`config.mk`:
```
export PLATFORM = sky130hd
export DESIGN_NAME = alu_issue_stage
export DESIGN_NICKNAME = d
export VERILOG_FILES = /design/src/rtl/alu_issue_stage.sv
export SDC_FILE = /design/constraint.sdc
export NUM_CORES = 1
export LEC_CHECK = 0
export BUFFER_PORTS_ARGS = -buffer_cell sky130_fd_sc_hd__buf_2
export CAP_MARGIN = 0
export CELL_PAD_IN_SITES_DETAIL_PLACEMENT = 1
export CELL_PAD_IN_SITES_GLOBAL_PLACEMENT = 1
export CORE_MARGIN = 2
export CORE_UTILIZATION = 27
export DETAILED_ROUTE_END_ITERATION = 8
export PLACE_DENSITY = 0.78
export SETUP_SLACK_MARGIN = 0.2
export SYNTH_ARGS = -nofsm -noshare
export SYNTH_HDL_FRONTEND = slang
export SYNTH_SLANG_ARGS = --single-unit
```
`constraint.sdc`:
```
create_clock -name clk -period 1.5 [get_ports clk]
set_clock_uncertainty 0.1 [all_clocks]
set_input_delay 0.15 -clock clk [delete_from_list [all_inputs] [get_ports clk]]
set_output_delay 0.15 -clock clk [all_outputs]
set_load 0.05 [all_outputs]
```
`src/rtl/alu_issue_stage.sv`:
```
`default_nettype none
// ============================================================================
//  Module   : alu_issue_stage
//  Purpose  : Producer side of the ALU operation interface. Decodes
//             ALUOp/Funct3/Funct7 into the ALU Operation code and selects
//             operands into a registered EX stage. The EX stage drives an
//             external combinational ALU. The ALU result is captured into a
//             registered output stage together with the branch outcome and
//             the illegal-decode flag.
//  Ports    : clk, reset             - clock, synchronous active-high reset
//             in_valid / in_ready    - upstream handshake
//             ALUOp, Funct3, Funct7  - decode inputs
//             ALUSrc, RegData1/2, Imm- operand sources
//             flush                  - kill EX-stage and same-cycle input
//             SrcA, SrcB, Operation  - registered ALU inputs
//             ALUResult              - combinational ALU output
//             out_valid / out_ready  - downstream handshake
//             Result, BranchTaken, IllegalOp - registered output stage
//  Revision : 1.0 - initial release
// ============================================================================
module alu_issue_stage #(
    parameter int DATA_WIDTH    = 32,
    parameter int OPCODE_LENGTH = 4
) (
    input  logic                     clk,
    input  logic                     reset,
    input  logic                     in_valid,
    output logic                     in_ready,
    input  logic [1:0]               ALUOp,
    input  logic [2:0]               Funct3,
    input  logic [6:0]               Funct7,
    input  logic                     ALUSrc,
    input  logic [DATA_WIDTH-1:0]    RegData1,
    input  logic [DATA_WIDTH-1:0]    RegData2,
    input  logic [DATA_WIDTH-1:0]    Imm,
    input  logic                     flush,
    output logic [DATA_WIDTH-1:0]    SrcA,
    output logic [DATA_WIDTH-1:0]    SrcB,
    output logic [OPCODE_LENGTH-1:0] Operation,
    input  logic [DATA_WIDTH-1:0]    ALUResult,
    output logic                     out_valid,
    input  logic                     out_ready,
    output logic [DATA_WIDTH-1:0]    Result,
    output logic                     BranchTaken,
    output logic                     IllegalOp
);

    // ALU operation encodings
    localparam logic [OPCODE_LENGTH-1:0] c_OP_AND  = OPCODE_LENGTH'(4'b0000);
    localparam logic [OPCODE_LENGTH-1:0] c_OP_SUB  = OPCODE_LENGTH'(4'b0001);
    localparam logic [OPCODE_LENGTH-1:0] c_OP_ADD  = OPCODE_LENGTH'(4'b0010);
    localparam logic [OPCODE_LENGTH-1:0] c_OP_OR   = OPCODE_LENGTH'(4'b0011);
    localparam logic [OPCODE_LENGTH-1:0] c_OP_XOR  = OPCODE_LENGTH'(4'b0100);
    localparam logic [OPCODE_LENGTH-1:0] c_OP_SLL  = OPCODE_LENGTH'(4'b0101);
    localparam logic [OPCODE_LENGTH-1:0] c_OP_SRL  = OPCODE_LENGTH'(4'b0110);
    localparam logic [OPCODE_LENGTH-1:0] c_OP_SRA  = OPCODE_LENGTH'(4'b0111);
    localparam logic [OPCODE_LENGTH-1:0] c_OP_BEQ  = OPCODE_LENGTH'(4'b1000);
    localparam logic [OPCODE_LENGTH-1:0] c_OP_SLT  = OPCODE_LENGTH'(4'b1001);
    localparam logic [OPCODE_LENGTH-1:0] c_OP_SLTU = OPCODE_LENGTH'(4'b1010);
    localparam logic [OPCODE_LENGTH-1:0] c_OP_BNE  = OPCODE_LENGTH'(4'b1011);
    localparam logic [OPCODE_LENGTH-1:0] c_OP_BLT  = OPCODE_LENGTH'(4'b1100);
    localparam logic [OPCODE_LENGTH-1:0] c_OP_BGE  = OPCODE_LENGTH'(4'b1101);

    localparam logic [1:0] c_ALUOP_MEM    = 2'b00;
    localparam logic [1:0] c_ALUOP_BRANCH = 2'b01;
    localparam logic [1:0] c_ALUOP_RTYPE  = 2'b10;
    localparam logic [1:0] c_ALUOP_ITYPE  = 2'b11;

    localparam logic [6:0] c_F7_ZERO = 7'b0000000;
    localparam logic [6:0] c_F7_ALT  = 7'b0100000;

    // ------------------------------------------------------------------
    // Decode
    // ------------------------------------------------------------------
    logic [OPCODE_LENGTH-1:0] w_op;
    logic                     w_illegal;
    logic                     w_branch;
    logic                     w_f7_zero;
    logic                     w_f7_alt;
    logic                     w_rtype;

    assign w_f7_zero = (Funct7 == c_F7_ZERO);
    assign w_f7_alt  = (Funct7 == c_F7_ALT);
    assign w_rtype   = (ALUOp == c_ALUOP_RTYPE);

    always_comb begin
        w_op      = c_OP_AND;
        w_illegal = 1'b0;
        w_branch  = 1'b0;
        case (ALUOp)
            c_ALUOP_MEM: w_op = c_OP_ADD;
            c_ALUOP_BRANCH: begin
                w_branch = 1'b1;
                case (Funct3)
                    3'b000:  w_op = c_OP_BEQ;
                    3'b001:  w_op = c_OP_BNE;
                    3'b100:  w_op = c_OP_BLT;
                    3'b101:  w_op = c_OP_BGE;
                    default: w_illegal = 1'b1;
                endcase
            end
            c_ALUOP_RTYPE, c_ALUOP_ITYPE: begin
                case (Funct3)
                    3'b000: begin
                        // I-type ADDI ignores imm[11:5]; R-type picks ADD/SUB.
                        if (!w_rtype || w_f7_zero) begin
                            w_op = c_OP_ADD;
                        end else if (w_f7_alt) begin
                            w_op = c_OP_SUB;
                        end else begin
                            w_illegal = 1'b1;
                        end
                    end
                    3'b001: begin
                        w_op      = c_OP_SLL;
                        w_illegal = !w_f7_zero;
                    end
                    3'b101: begin
                        if (w_f7_zero) begin
                            w_op = c_OP_SRL;
                        end else if (w_f7_alt) begin
                            w_op = c_OP_SRA;
                        end else begin
                            w_illegal = 1'b1;
                        end
                    end
                    3'b010: begin
                        w_op      = c_OP_SLT;
                        w_illegal = w_rtype && !w_f7_zero;
                    end
                    3'b011: begin
                        w_op      = c_OP_SLTU;
                        w_illegal = w_rtype && !w_f7_zero;
                    end
                    3'b100: begin
                        w_op      = c_OP_XOR;
                        w_illegal = w_rtype && !w_f7_zero;
                    end
                    3'b110: begin
                        w_op      = c_OP_OR;
                        w_illegal = w_rtype && !w_f7_zero;
                    end
                    default: begin
                        w_op      = c_OP_AND;
                        w_illegal = w_rtype && !w_f7_zero;
                    end
                endcase
            end
            default: w_op = c_OP_ADD;
        endcase
        // An illegal instruction still flows through as a harmless AND and
        // must never report a taken branch.
        if (w_illegal) begin
            w_op     = c_OP_AND;
            w_branch = 1'b0;
        end
    end

    // ------------------------------------------------------------------
    // Handshake
    // ------------------------------------------------------------------
    logic                     r_ex_valid;
    logic [DATA_WIDTH-1:0]    r_srca;
    logic [DATA_WIDTH-1:0]    r_srcb;
    logic [OPCODE_LENGTH-1:0] r_op;
    logic                     r_ex_branch;
    logic                     r_ex_illegal;

    logic                     r_out_valid;
    logic [DATA_WIDTH-1:0]    r_result;
    logic                     r_branch_taken;
    logic                     r_illegal;

    logic                     w_out_accept;
    logic                     w_ex_adv;
    logic                     w_accept;

    assign w_out_accept = !r_out_valid || out_ready;
    // A flushed EX instruction is dropped, never handed to the output stage.
    assign w_ex_adv     = r_ex_valid && w_out_accept && !flush;
    assign in_ready     = !flush && (!r_ex_valid || w_out_accept);
    assign w_accept     = in_valid && in_ready;

    // ------------------------------------------------------------------
    // EX stage
    // ------------------------------------------------------------------
    always_ff @(posedge clk) begin
        if (reset) begin
            r_ex_valid   <= 1'b0;
            r_srca       <= '0;
            r_srcb       <= '0;
            r_op         <= c_OP_AND;
            r_ex_branch  <= 1'b0;
            r_ex_illegal <= 1'b0;
        end else begin
            if (flush) begin
                r_ex_valid <= 1'b0;
            end else if (w_accept) begin
                r_ex_valid <= 1'b1;
            end else if (w_ex_adv) begin
                r_ex_valid <= 1'b0;
            end
            // Payload only moves on accept so ALU inputs stay stable while stalled.
            if (w_accept) begin
                r_srca       <= RegData1;
                r_srcb       <= ALUSrc ? Imm : RegData2;
                r_op         <= w_op;
                r_ex_branch  <= w_branch;
                r_ex_illegal <= w_illegal;
            end
        end
    end

    // ------------------------------------------------------------------
    // Output stage
    // ------------------------------------------------------------------
    always_ff @(posedge clk) begin
        if (reset) begin
            r_out_valid    <= 1'b0;
            r_result       <= '0;
            r_branch_taken <= 1'b0;
            r_illegal      <= 1'b0;
        end else if (w_ex_adv) begin
            r_out_valid    <= 1'b1;
            r_result       <= ALUResult;
            r_branch_taken <= r_ex_branch && ALUResult[0];
            r_illegal      <= r_ex_illegal;
        end else if (out_ready) begin
            r_out_valid    <= 1'b0;
        end
    end

    assign SrcA        = r_srca;
    assign SrcB        = r_srcb;
    assign Operation   = r_op;
    assign out_valid   = r_out_valid;
    assign Result      = r_result;
    assign BranchTaken = r_branch_taken;
    assign IllegalOp   = r_illegal;

endmodule
`default_nettype wire
```
After elaboration in Yosys (flattened, before gate mapping)
Cells that the tools add are included.
{ "totals": {"reg_bits": 106, "out_inout_bits": 104} }
{ "op_classes": {"n_eq_ne": 10, "n_mux": 21, "reduce_logical": 22} }
{ "ops": {"columns": ["op", "n"], "rows": [
  ["$mux W32", 1],
  ["$pmux W4 S7", 1],
  ["$pmux W4 S4", 1],
  ["$pmux W4 S3", 1],
  ["$mux W1", 11],
  ["$eq A3 B3 Y1 const B", 3],
  ["$eq A7 B6 Y1 const B", 1],
  ["$logic_not A7 Y1", 1],
  ["$eq A3 B2 Y1 const B", 2],
  ["$logic_and A1 B1 Y1", 6],
  ["$mux W3", 2],
  ["$logic_not A1 Y1", 5],
  ["$eq A2 B2 Y1 const B", 2],
  ["$mux W4", 1],
  ["$reduce_bool A2 Y1", 2],
  ["$reduce_or A2 Y1", 2],
  ["$reduce_or A4 Y1", 1],
  ["$eq A3 B1 Y1 const B", 1],
  ["$logic_not A3 Y1", 1],
  ["$logic_or A1 B1 Y1", 3],
  ["$pmux W1 S3", 1],
  ["$eq A2 B1 Y1 const B", 1],
  ["$logic_not A2 Y1", 1],
  ["$mux W2", 1],
  ["$pmux W1 S2", 1]
]} }

Logic depth before layout (Yosys ltp)
{ "depth": {"ltp_word": 7, "ltp_mapped": 6, "mapped_depth_nobuf": 5} }

Worst setup path before layout
Ideal clock, no wire load.
{ "synth_timing": {"path_kind": "flip-flop to flip-flop", "startpoint": "register r_out_valid (netlist: out_valid)", "endpoint": "register r_op[2] (netlist: Operation[2])", "n_path_buf": 0, "setup_ps": 88, "required_time_ps": 1312, "slack_ps": -266, "arrival_time_ps": 1577, "path_stages_with_launch": 6, "cell_sequence": "dfxtp_1 -> nand3b_1 -> nand2_1 -> a311o_1 -> a31o_4 -> o32ai_2"} }
{ "synth_between": {"elab_chain_cells": 5} }
{ "synth_rtl": {"columns": ["item", "line", "rtl"], "rows": [
  ["start, declared", "169", "logic r_out_valid;"],
  ["start signal, assigned", "219", "r_out_valid <= 1'b0;"],
  ["start signal, assigned", "224", "r_out_valid <= 1'b1;"],
  ["start signal, assigned", "229", "r_out_valid <= 1'b0;"],
  ["$logic_not A1 Y1", "178", "assign w_out_accept = !r_out_valid || out_ready;"],
  ["$logic_or A1 B1 Y1", "178", null],
  ["$logic_or A1 B1 Y1", "181", "assign in_ready = !flush && (!r_ex_valid || w_out_accept);"],
  ["$logic_and A1 B1 Y1", "181", null],
  ["$logic_and A1 B1 Y1", "182", "assign w_accept = in_valid && in_ready;"],
  ["end signal, assigned", "192", "r_op <= c_OP_AND;"],
  ["end signal, assigned", "207", "r_op <= w_op;"],
  ["end, declared", "165", "logic [OPCODE_LENGTH-1:0] r_op;"]
]} }
Every way passes these cells.
A chain may end at the register's enable or synchronous reset.

Worst setup path after layout
{ "layout_timing": {"startpoint": "register r_out_valid (netlist: out_valid)", "endpoint": "register r_op[0] (netlist: Operation[0])"} }
Same word-level chain as after synthesis.

==> impl_results.md <==
* Status: completed
* Layout area overhead at 70.3%
* Num CTS Buffers at 9
* Die X-Extent at 129 µm
* Fin crit period at 1.48 ns
* Sw power at 2.06 mW
* Reg power frac at 44.3%
* Total grt overflow at 0
* Fin Setup TNS at 0 ns
* Total number of vias at 4744
* Number of H-tree levels at 3
* # setup viols final at 0
* Buffers on Ports at 249
* DR pass1 iterations at 4
* Layout Cells excl Fill at 1014
* Io pins at 250
* WHS at 0.0109 ns
* Die ar. at 16600 µm²
* Clock Tree Buf Depth at 2
* Mapped Avg Cell Area at 8.37 µm²
* Gpl congestion at 0.719
* Num rows at 45
* Number of global-route vias before repair at 5069
* Yosys warnings at 0
* Die Y at 129 µm
* Slew @ Worst Pin at 0.435 ns
* WP data arrival at 1.65 ns
* Post-synth cell types at 30
* Max Freq at 0.677 GHz
* RSZ-0062 raised after global routing: true
* Synth Cell Area at 4200 µm²
* Pwr Total at 6.79 mW
* Drt wl/cell at 16.3 µm
* Final HPWL DP at 10.5 mm
* Clock-pin transition on the worst setup and hold timing paths at 0.07 ns
* Clk_lat worst skew at 0.35 ns
* Starting Density at 27.6%
* Root buf cell: clkbuf_16
* HP Class: in -> reg
* Worst Path Required at 1.67 ns
* Slew Limit Fails at 0
* Final core occ at 47.0%
* CP Launch Type: flip-flop
* Largest net degree at the start of global routing at 57
* Core ar. at 15200 µm²
* Final Worst Setup Slack at 0.0233 ns
* Dpl ws at -0.249 ns
* Cell internal pwr at 4.73 mW
* CP Capture Type: flip-flop
* Final net count at 965
* Design area at 7150 µm²
* P per Cell Area at 949 nW/µm²
* Max Cap Viol at 0
* Crit path kind: reg -> reg
* Tcrit/Tclk final at 98.4%
* Placed inst area at 5900 µm²
* Cells after DPL at 921
* DR vias/cell at 4.68
* Rel. slew slack at 70.3%
* DRC Markers at 0
* Seq/Total Area, Yosys at 50.5%
* Worst vdd ir at 0.511 mV
* Routed WL at 16.5 mm
* # clock sinks at 106
* P_leak at 3.28 nW
* Final ANT Viol Nets at 0
* FF+latch count, synth at 106
* Crit path max fanout at 6
* Filler cell count at 1821
* GRT Overall Usage at 19.7%
* Sw frac at 30.3%
* First-pass GRT wire length at 25.5 mm
* Iteration-0 DRC Markers at 131
* TritonCTS clock tree: done
* Initial antenna violation count at 2
* Post-Syn Instances at 502
* Share of layout cells above drive strength 1 at 41.3%
* Mapped Nets at 648
* Clock share of power at 33.1%
* Final Hold Viols at 0
* Combinational Power Share at 22.6%
cells in the final DEF, fill, tap and decap left out, types with 2 or more instances in the layout:
master and count:
buf_4 16, nor2_1 28, a211oi_1 21, buf_6 2
bufbuf_16 2, buf_2 242, nand2_1 135, dlygate4sd3_1 66
a21oi_2 2, clkbuf_16 9, nor2b_1 2, nor3_1 5
dfxtp_1 104, a221oi_2 2, nand2b_1 4, buf_12 10
a21oi_1 72, nand3_1 3, nor2_4 8, inv_1 3
a211oi_2 11, mux2i_1 32, nand2_2 4, o32ai_2 3
nor2_2 4, buf_16 4, diode_2 2, clkinvlp_4 2
clkbuf_4 5
sequential cells by signal, summed over array words and instances, names as in the netlist:
signal	cells
SrcB	32
out_valid	1
Operation	4
BranchTaken	1
r_ex_illegal	1
r_ex_branch	1
r_ex_valid	1
SrcA	32
Result	32
IllegalOp	1
power groups by stage:
stage	Clock, mW	Combinational, mW	Sequential [mW]
final	2.25	1.53	3.00
after global routing	2.43	1.64	3.02
after CTS	2.33	1.51	3.00
after detailed placement	0	1.29	3.06
after global placement	0	1.27	3.06
after floorplan	0	0.432	3.48
cells by family (layout without fill, tap and decap cells):
family / Yosys count / count (layout) / share of synthesized area (%)
and+or+nand+nor: 199 / 199 / 19.1
AOI/OAI and AO/OA: 120 / 120 / 18.6
muxes: 32 / 32 / 7.63
buffers and inverters: 45 / 367 / 4.20
other: 0 / 2 / 0
DFF: 106 / 106 / 50.5
layer usage:
metal | track usage [%] | part of all wire (%)
met4 | 8.63 | 3.0
met5 | 0 | 0
met1 | 20.8 | 39
met2 | 36.5 | 52
met3 | 5.32 | 6.1
Yosys cell counts (all sizes together):
cell	number	area, µm²
a2111oi	1	8.76
a211oi	32	240
a21oi	74	370
a221oi	2	30.0
a311o	1	10.0
a31o	1	17.5
a41o	1	10.0
and2	1	6.26
buf	10	45.0
clkbuf	31	116
dfxtp	106	2120
inv	4	15.0
mux2i	32	320
nand2	140	526
nand2b	4	25.0
nand3	3	15.0
nand3b	1	7.51
nor2	40	150
nor2b	3	18.8
nor3	5	25.0
nor4	1	21.3
o211a	1	10.0
o21ai	1	5.00
o221a	1	11.3
o22ai	1	6.26
o31ai	1	12.5
o32ai	3	48.8
or3	1	6.26
final cells by class:
cell class | instances | area, µm² | share of cell area (%)
flip-flops and latches | 106 | 2130 | 29.7
inverters | 4 | 15.0 | 0.210
diodes | 2 | 5.00 | 0.0700
multi-input cells | 351 | 2060 | 28.8
well taps | 188 | 235 | 3.29
clock inverters | 5 | 37.5 | 0.525
repair buffers | 347 | 2430 | 33.9
clock buffers | 11 | 243 | 3.39
final timing paths:
kind,end,cells after the start,start,slack [ns]
max,Operation[0],5,out_valid,0.02
min,SrcA[6],2,reset,0.01
max reg2reg,Operation[0],5,out_valid,0.02
min reg2reg,BranchTaken,2,BranchTaken,0.35
what timing repair did:
item                       4_1_cts  5_1_grt
setup buffers                    2        1
hold buffers                    65        1
cloned                           6        0
hold endpoints to repair        66        1
setup endpoints to repair       50      110
gates resized for setup         15       18
pin swaps                        1        2
worst max-delay path, cell delays in order (launching register included):
cell and delay [ns]:
dfxtp_4 0.35, nand3b_1 0.11, nand2_2 0.08, a311o_1 0.28
a31o_4 0.25, a221oi_2 0.23
Note: power is estimated with default switching activity, not from simulation.
